[src/rtl/hazard_sched.sv]
// hazard_sched: pipeline sequencer for the SIMPLE core.
// Each cycle it decides whether fetch advances, stalls, flushes or freezes. It covers
// load-use stalls, taken-branch flushes, the IN/OUT device handshake and HLT. It also
// keeps saturating stall and flush counters.
module hazard_sched #(
    parameter int CNT_W      = 16,
    parameter int IO_TIMEOUT = 1023
) (
    input  logic             clk,
    input  logic             rst,
    input  logic             id_valid,
    input  logic [2:0]       id_rs,
    input  logic [2:0]       id_rt,
    input  logic             id_use_rs,
    input  logic             id_use_rt,
    input  logic             id_halt,
    input  logic             id_io,
    input  logic             ex_memread,
    input  logic [2:0]       ex_dst,
    input  logic             br_taken,
    input  logic             io_ack,
    input  logic             clr_stats,
    output logic             pc_en,
    output logic             ifid_en,
    output logic             ifid_flush,
    output logic             idex_bubble,
    output logic             io_req,
    output logic             io_err,
    output logic             halted,
    output logic [CNT_W-1:0] stall_cycles,
    output logic [CNT_W-1:0] flush_count
);
    localparam int TO_W = $clog2(IO_TIMEOUT + 1);
    localparam logic [TO_W-1:0] TO_LAST = TO_W'(IO_TIMEOUT - 1);

    typedef enum logic [1:0] {S_RUN, S_IO_WAIT, S_HALTED} state_t;

    state_t            r_state;
    logic [TO_W-1:0]   r_to_cnt;
    logic              r_io_err;
    logic              r_io_req;
    logic              r_halted;
    logic [CNT_W-1:0]  r_stall;
    logic [CNT_W-1:0]  r_flush;

    state_t            w_state_next;
    logic              w_hazard;
    logic              w_pc_en;
    logic              w_ifid_en;
    logic              w_ifid_flush;
    logic              w_idex_bubble;
    logic              w_to_clr;
    logic              w_to_inc;
    logic              w_set_err;
    logic              w_flush_inc;
    logic              w_stall_inc;

    assign w_hazard = ex_memread && id_valid &&
                      ((id_use_rs && (id_rs == ex_dst)) || (id_use_rt && (id_rt == ex_dst)));

    // Per-cycle pipeline decision; the default is a frozen front end with a bubble into EX.
    always_comb begin
        w_pc_en       = 1'b0;
        w_ifid_en     = 1'b0;
        w_ifid_flush  = 1'b0;
        w_idex_bubble = 1'b1;
        w_state_next  = r_state;
        w_to_clr      = 1'b0;
        w_to_inc      = 1'b0;
        w_set_err     = 1'b0;
        w_flush_inc   = 1'b0;
        case (r_state)
            S_RUN: begin
                if (br_taken) begin
                    // Wrong-path ID instruction (even HLT/IO) is squashed.
                    w_pc_en      = 1'b1;
                    w_ifid_en    = 1'b1;
                    w_ifid_flush = 1'b1;
                    w_flush_inc  = 1'b1;
                end else if (id_valid && id_halt) begin
                    w_state_next = S_HALTED;
                end else if (w_hazard) begin
                    // One bubble suffices: the LD reaches MEM next cycle.
                end else if (id_valid && id_io) begin
                    w_state_next = S_IO_WAIT;
                    w_to_clr     = 1'b1;
                end else begin
                    w_pc_en       = 1'b1;
                    w_ifid_en     = 1'b1;
                    w_idex_bubble = 1'b0;
                end
            end
            S_IO_WAIT: begin
                if (io_ack || (r_to_cnt == TO_LAST)) begin
                    // Release lets the IO instruction proceed into EX.
                    w_pc_en       = 1'b1;
                    w_ifid_en     = 1'b1;
                    w_idex_bubble = 1'b0;
                    w_state_next  = S_RUN;
                    w_set_err     = !io_ack;
                end else begin
                    w_to_inc = 1'b1;
                end
            end
            S_HALTED: begin
            end
            default: begin
                w_state_next = S_RUN;
            end
        endcase
    end

    assign w_stall_inc = (r_state != S_HALTED) && !w_pc_en;

    // Control outputs are forced to the frozen/bubble pattern while reset is held.
    assign pc_en        = w_pc_en && !rst;
    assign ifid_en      = w_ifid_en && !rst;
    assign ifid_flush   = w_ifid_flush && !rst;
    assign idex_bubble  = w_idex_bubble || rst;
    assign io_req       = r_io_req;
    assign io_err       = r_io_err;
    assign halted       = r_halted;
    assign stall_cycles = r_stall;
    assign flush_count  = r_flush;

    // Sequencer state, IO timeout counter and registered status outputs.
    always_ff @(posedge clk or posedge rst) begin
        if (rst) begin
            r_state  <= S_RUN;
            r_to_cnt <= '0;
            r_io_err <= 1'b0;
            r_io_req <= 1'b0;
            r_halted <= 1'b0;
        end else begin
            r_state  <= w_state_next;
            r_io_req <= (w_state_next == S_IO_WAIT);
            r_halted <= (w_state_next == S_HALTED);
            if (w_to_clr) begin
                r_to_cnt <= '0;
            end else if (w_to_inc) begin
                r_to_cnt <= r_to_cnt + 1'b1;
            end
            if (w_set_err) begin
                r_io_err <= 1'b1;
            end
        end
    end

    // Saturating performance counters; a clear wins over an increment.
    always_ff @(posedge clk or posedge rst) begin
        if (rst) begin
            r_stall <= '0;
            r_flush <= '0;
        end else begin
            if (clr_stats) begin
                r_stall <= '0;
            end else if (w_stall_inc && !(&r_stall)) begin
                r_stall <= r_stall + 1'b1;
            end
            if (clr_stats) begin
                r_flush <= '0;
            end else if (w_flush_inc && !(&r_flush)) begin
                r_flush <= r_flush + 1'b1;
            end
        end
    end
endmodule

[config.mk]
export PLATFORM = sky130hd
export DESIGN_NAME = hazard_sched
export DESIGN_NICKNAME = d
export VERILOG_FILES = /design/src/rtl/hazard_sched.sv
export SDC_FILE = /design/constraint.sdc
export NUM_CORES = 1
export LEC_CHECK = 0
export ABC_AREA = 1
export ABC_CLOCK_PERIOD_IN_PS = 3200
export BUFFER_PORTS_ARGS = -buffer_cell sky130_fd_sc_hd__buf_2
export CAP_MARGIN = 20
export CORE_AREA = 2 2 71 87
export DETAILED_ROUTE_END_ITERATION = 7
export DIE_AREA = 0 0 73 89
export PLACE_DENSITY = 0.82
export SKIP_CTS_REPAIR_TIMING = 1
export SLEW_MARGIN = 20
export SYNTH_ARGS = -nofsm -noshare
export SYNTH_HDL_FRONTEND = slang
export SYNTH_SLANG_ARGS = --single-unit
[constraint.sdc]
create_clock -name clk -period 3.2 [get_ports clk]
set_clock_uncertainty 0.05 [all_clocks]
set_input_delay 0.64 -clock clk [delete_from_list [all_inputs] [get_ports clk]]
set_output_delay 0.64 -clock clk [all_outputs]
set_load 0.05 [all_outputs]
# --- Yosys cells after proc, flatten, opt, wreduce, memory -nomap -nowiden ---
# Cells that the tools add are included.
word_totals:
  register_bits: 47
  input_bits: 20
  out_inout_bits: 39
  word_cells: 76
classes:
  addsub: 3
  n_eq_ne: 8
  mux: 33
  reduce_logical: 25
ops:
  columns: ["op", "n"]
  rows:
  - ["$mux W16", 4]
  - ["$add A16 B1 Y16 const B", 2]
  - ["$reduce_and A16 Y1", 2]
  - ["$mux W10", 2]
  - ["$mux W1", 19]
  - ["$logic_and A1 B1 Y1", 11]
  - ["$add A10 B1 Y10 const B", 1]
  - ["$eq A10 B10 Y1 const B", 1]
  - ["$mux W2", 5]
  - ["$eq A3 B3 Y1", 2]
  - ["$pmux W2 S3", 1]
  - ["$reduce_bool A2 Y1", 3]
  - ["$logic_not A1 Y1", 5]
  - ["$eq A2 B1 Y1 const B", 2]
  - ["$eq A2 B2 Y1 const B", 2]
  - ["$pmux W1 S2", 2]
  - ["$logic_or A1 B1 Y1", 3]
  - ["$logic_not A2 Y1", 1]
  - ["$ne A2 B2 Y1 const B", 1]

# --- Longest topological paths before layout ---
depth:
  ltp_word: 13
  ltp_mapped: 13
  mapped_depth_nobuf: 12

# --- Least setup slack after synthesis ---
# Ideal clock, no wire load.
synth_path:
  path_type: "input to output"
  start: "input port rst"
  end: "output port idex_bubble"
  t_arrival_ps: 2265
  setup_slack_ps: 245
  cell_stages: 2
  n_path_buf: 0
  cell_sequence: "inv_1 nand2_1"
synth_via:
  elab_chain_cells: 1
synth_lines:
  columns: ["element", "line", "rtl"]
  rows:
  - ["start, declared", "10", "input logic rst,"]
  - ["$logic_or A1 B1 Y1", "119", "assign idex_bubble = w_idex_bubble || rst;"]
  - ["end, declared", "26", "output logic idex_bubble,"]
# No other way between the ends.

# --- Final worst setup path ---
layout_path:
  start: "register r_to_cnt[0]"
  end: "output port pc_en"
layout_via:
  elab_chain_cells: 5
layout_lines:
  columns: ["element", "line", "rtl"]
  rows:
  - ["start, declared", "39", "logic [TO_W-1:0] r_to_cnt;"]
  - ["start signal, assigned", "141", "r_to_cnt <= r_to_cnt + 1'b1;"]
  - ["$eq A10 B10 Y1", "94", "if (io_ack || (r_to_cnt == TO_LAST)) begin"]
  - ["$logic_or A1 B1 Y1", "94", null]
  - ["$mux W1", "94", null]
  - ["$pmux W1 S2", "72", "case (r_state)"]
  - ["$logic_and A1 B1 Y1", "116", "assign pc_en = w_pc_en && !rst;"]
  - ["end, declared", "23", "output logic pc_en,"]
# No other way between the ends.

==> insert_results.sql <==
INSERT INTO impl_metrics (metric_group, metric, value, unit) VALUES
('worst_setup_path', 'critPathCaptureType', 'output port', ''),
('floorplan', 'initial_utilization', '53.8', '%'),
('placed_design', 'place.detailed.instances', '549', ''),
('worst_setup_path', 'cp-startpoint', 'r_to_cnt[0]$_DFFE_PP0P_', ''),
('global_route', 'grt_first_pass_wirelength', '12000', 'um'),
('clocking', 'cts_made_buffers', '5', ''),
('worst_setup_path', 'worst_setup_path_start_kind', 'register', ''),
('final_layout', 'num_antenna_cells', '0', ''),
('floorplan', 'horiz_die_dim', '73', 'um'),
('sta', 'tightest_slew_margin_relative_to_the_limit', '59.5', '%'),
('final_layout', 'fillCellCount', '527', ''),
('sta', 'min_period', '2.78', 'ns'),
('sta', 'layout_worst_path_cycle_share', '86.9', '%'),
('global_route', 'grt_start_max_net_pins', '48', ''),
('yosys', 'netlist_top_cells_count', '141 x sky130_fd_sc_hd__nand2_1, 56 x sky130_fd_sc_hd__nor2_1, 47 x sky130_fd_sc_hd__dfrtp_1, 47 x sky130_fd_sc_hd__inv_1, 34 x sky130_fd_sc_hd__nand3_1', ''),
('power', 'max_vdd_drop', '0.230', 'mV'),
('hold_path', 'worst_hold_path_type', 'reg -> reg', ''),
('clocking', 'cts_tree', 'yes', ''),
('placed_design', 'detailedPlacementHpwl', '5070', 'um'),
('worst_setup_path', 'worst_r2r_endpoint', 'flush_count[4]$_DFFE_PP0P_', ''),
('detailed_routing', 'drt_first_iter_violations', '132', ''),
('final_layout', 'fin_cells', '555', ''),
('detailed_routing', 'vias', '2944', ''),
('run', 'cap_violations', '0', ''),
('detailed_routing', 'totalWireLength', '6910', 'um'),
('yosys', 'synth_cell_types', '35', ''),
('yosys', 'synth_largest_area_cell', 'sky130_fd_sc_hd__dfrtp_1', ''),
('clocking', 'worstSkewPairLatency', '0.30', 'ns'),
('detailed_routing', 'route.detailed.wl_per_inst', '12.4', 'um'),
('yosys', 'synth_most_common_cell', 'sky130_fd_sc_hd__nand2_1', ''),
('placed_design', 'port_buffers', '58', ''),
('yosys', 'post_synth.cell_area_avg', '6.92', 'um^2'),
('yosys', 'synthArstFlopShare', '100', '%'),
('floorplan', 'dieHeight', '89', 'um'),
('clocking', 'clkTransAtPathRegs', '0.08', 'ns'),
('yosys', 'ys_seq_area_share', '39.1', '%'),
('worst_setup_path', 'critPathArrivalTime', '2.09', 'ns'),
('sta', 'tns', '0', 'ns'),
('worst_setup_path', 'crit_fanout', '5', ''),
('yosys', 'yosys.area.top_type_share', '39.1', '%'),
('final_layout', 'final_layout_size_suffix_gt1_share', '17.5', '%'),
('floorplan', 'site_rows', '30', ''),
('placed_design', 'gp_congestion', '0.940', ''),
('sta', 'final_hold_viol_count', '0', ''),
('yosys', 'synthesis.nets', '459', ''),
('power', 'powerDensity', '330', 'mW/mm^2'),
('global_route', 'track_usage', '23.0', '%'),
('floorplan', 'io-pin-count', '59', ''),
('detailed_routing', 'drc_violations_left', '0', ''),
('sta', 'slew_viol_final', '0', ''),
('worst_setup_path', 'criticalPathCategory', 'reg -> out', ''),
('sta', 'max_clock_freq', '360', 'MHz'),
('yosys', 'synth.ff_latch_count', '47', ''),
('worst_setup_path', 'ff2ff_path_depth', '9', ''),
('final_layout', 'area_growth', '13.1', '%'),
('yosys', 'syn_area', '0.00301', 'mm^2'),
('run_status', 'run_status', 'complete, no violations', ''),
('power', 'leakage_power', '1.88', 'nW'),
('worst_setup_path', 'crit-reg2reg-launch', 'flush_count[0]$_DFFE_PP0P_', ''),
('yosys', 'postSynthCellCount', '435', ''),
('floorplan', 'die_area', '0.00650', 'mm^2'),
('clocking', 'cts_buffer_depth', '2', ''),
('yosys', 'synth_enable_flop_cells', '0', ''),
('clocking', 'htree_levels', '2', ''),
('clocking', 'clock_sink_count', '47', ''),
('sta', 'setup_violations', '0', ''),
('clocking', 'root_buf_cell', 'sky130_fd_sc_hd__clkbuf_8', ''),
('detailed_routing', 'firstDrtPassIters', '4', ''),
('detailed_routing', 'drtAntennaViolNets', '0', ''),
('detailed_routing', 'via_per_instance_ratio', '5.30', ''),
('global_route', 'number_of_antenna_violations_at_the_first_check_in_global_routing', '0', '');
## layout make-up
cell class	count	area [um^2]	share of cell area [%]
multi-input cells	328	1590	46.6
flip-flops and latches	47	1180	34.5
inverters	51	191	5.62
clock buffers	6	72.6	2.13
well taps	64	80.1	2.35
repair buffers	59	298	8.74
## how the worst min path moves through the flow
stage,startpoint,end,slack (ns),cells after the start
2_1_floorplan,r_state[0]$_DFF_PP0_,halted$_DFF_PP0_,0.45,1
3_5_place_dp,io_err$_DFFE_PP0P_,io_err$_DFFE_PP0P_,0.42,1
3_3_place_gp,io_err$_DFFE_PP0P_,io_err$_DFFE_PP0P_,0.43,1
5_1_grt,io_err$_DFFE_PP0P_,io_err$_DFFE_PP0P_,0.47,1
4_1_cts,io_err$_DFFE_PP0P_,io_err$_DFFE_PP0P_,0.44,1
6_report,io_err$_DFFE_PP0P_,io_err$_DFFE_PP0P_,0.44,1
## sequential cells by signal, indices dropped and copies added (netlist names)
name	flops
flush_count	16
halted	1
io_err	1
io_req	1
r_state	2
r_to_cnt	10
stall_cycles	16
## worst max-delay path: stages (launching register included)
cell and delay, ns:
sky130_fd_sc_hd__dfrtp_1 0.42, sky130_fd_sc_hd__inv_1 0.15, sky130_fd_sc_hd__ha_1 0.17, sky130_fd_sc_hd__nand3_1 0.07, sky130_fd_sc_hd__nor2_1 0.14, sky130_fd_sc_hd__nand2_1 0.09
sky130_fd_sc_hd__nand2_1 0.10, sky130_fd_sc_hd__a21oi_2 0.08, sky130_fd_sc_hd__a21oi_1 0.25, sky130_fd_sc_hd__buf_2 0.33
## layout by cell type (no fill, tap or decap), types with 5 or more instances in the layout
cell type | synthesis | final
sky130_fd_sc_hd__buf_2 | 2 | 58
sky130_fd_sc_hd__o21ai_0 | 11 | 11
sky130_fd_sc_hd__nor3_1 | 16 | 16
sky130_fd_sc_hd__nand3_1 | 34 | 34
sky130_fd_sc_hd__nand2_1 | 141 | 141
sky130_fd_sc_hd__inv_1 | 47 | 46
sky130_fd_sc_hd__nand4_1 | 16 | 16
sky130_fd_sc_hd__inv_2 | 4 | 5
sky130_fd_sc_hd__nor2_1 | 56 | 56
sky130_fd_sc_hd__clkbuf_8 | 0 | 5
sky130_fd_sc_hd__nor2_2 | 5 | 5
sky130_fd_sc_hd__dfrtp_1 | 47 | 47
sky130_fd_sc_hd__xor2_1 | 12 | 12
## kinds of logic (layout without fill, tap and decap cells)
logic type,Yosys count,count (layout),share of synthesized area [%]
buf+inv,60,116,8.18
xor+xnor,14,14,4.07
simple gates,286,286,42.3
fa+ha+maj,4,4,1.66
compound gates,24,24,4.69
flops,47,47,39.1
## per-layer routing
layer  GRT usage [%]  part of all wire [%]
met5               0                     0
met3            2.37                   3.5
met1            29.0                    44
met2            40.5                    51
met4            8.59                   1.4
## stage by stage
step | total power, W | util [%] | cell area, um^2 | hold WS, ns | setup slack, ns
2_1_floorplan | 0.000752 | - | 3010 | 0.446 | 0.245
3_3_place_gp | 0.000793 | 59.6 | 3330 | 0.426 | 0.828
3_5_place_dp | 0.000798 | 59.6 | 3330 | 0.416 | 0.693
4_1_cts | 0.00113 | 60.9 | 3410 | 0.440 | 0.416
5_1_grt | 0.00117 | 60.9 | 3410 | 0.468 | 0.269
6_report | 0.00112 | 60.9 | 3410 | 0.441 | 0.420
## where the power goes
group,switching [W],total (W),internal (W)
clock,0.000190,0.000337,0.000146
sequential,0.0000200,0.000633,0.000613
combinational,0.000111,0.000154,0.0000426
total,0.000322,0.00112,0.000801
(Power assumes the default switching activity.)
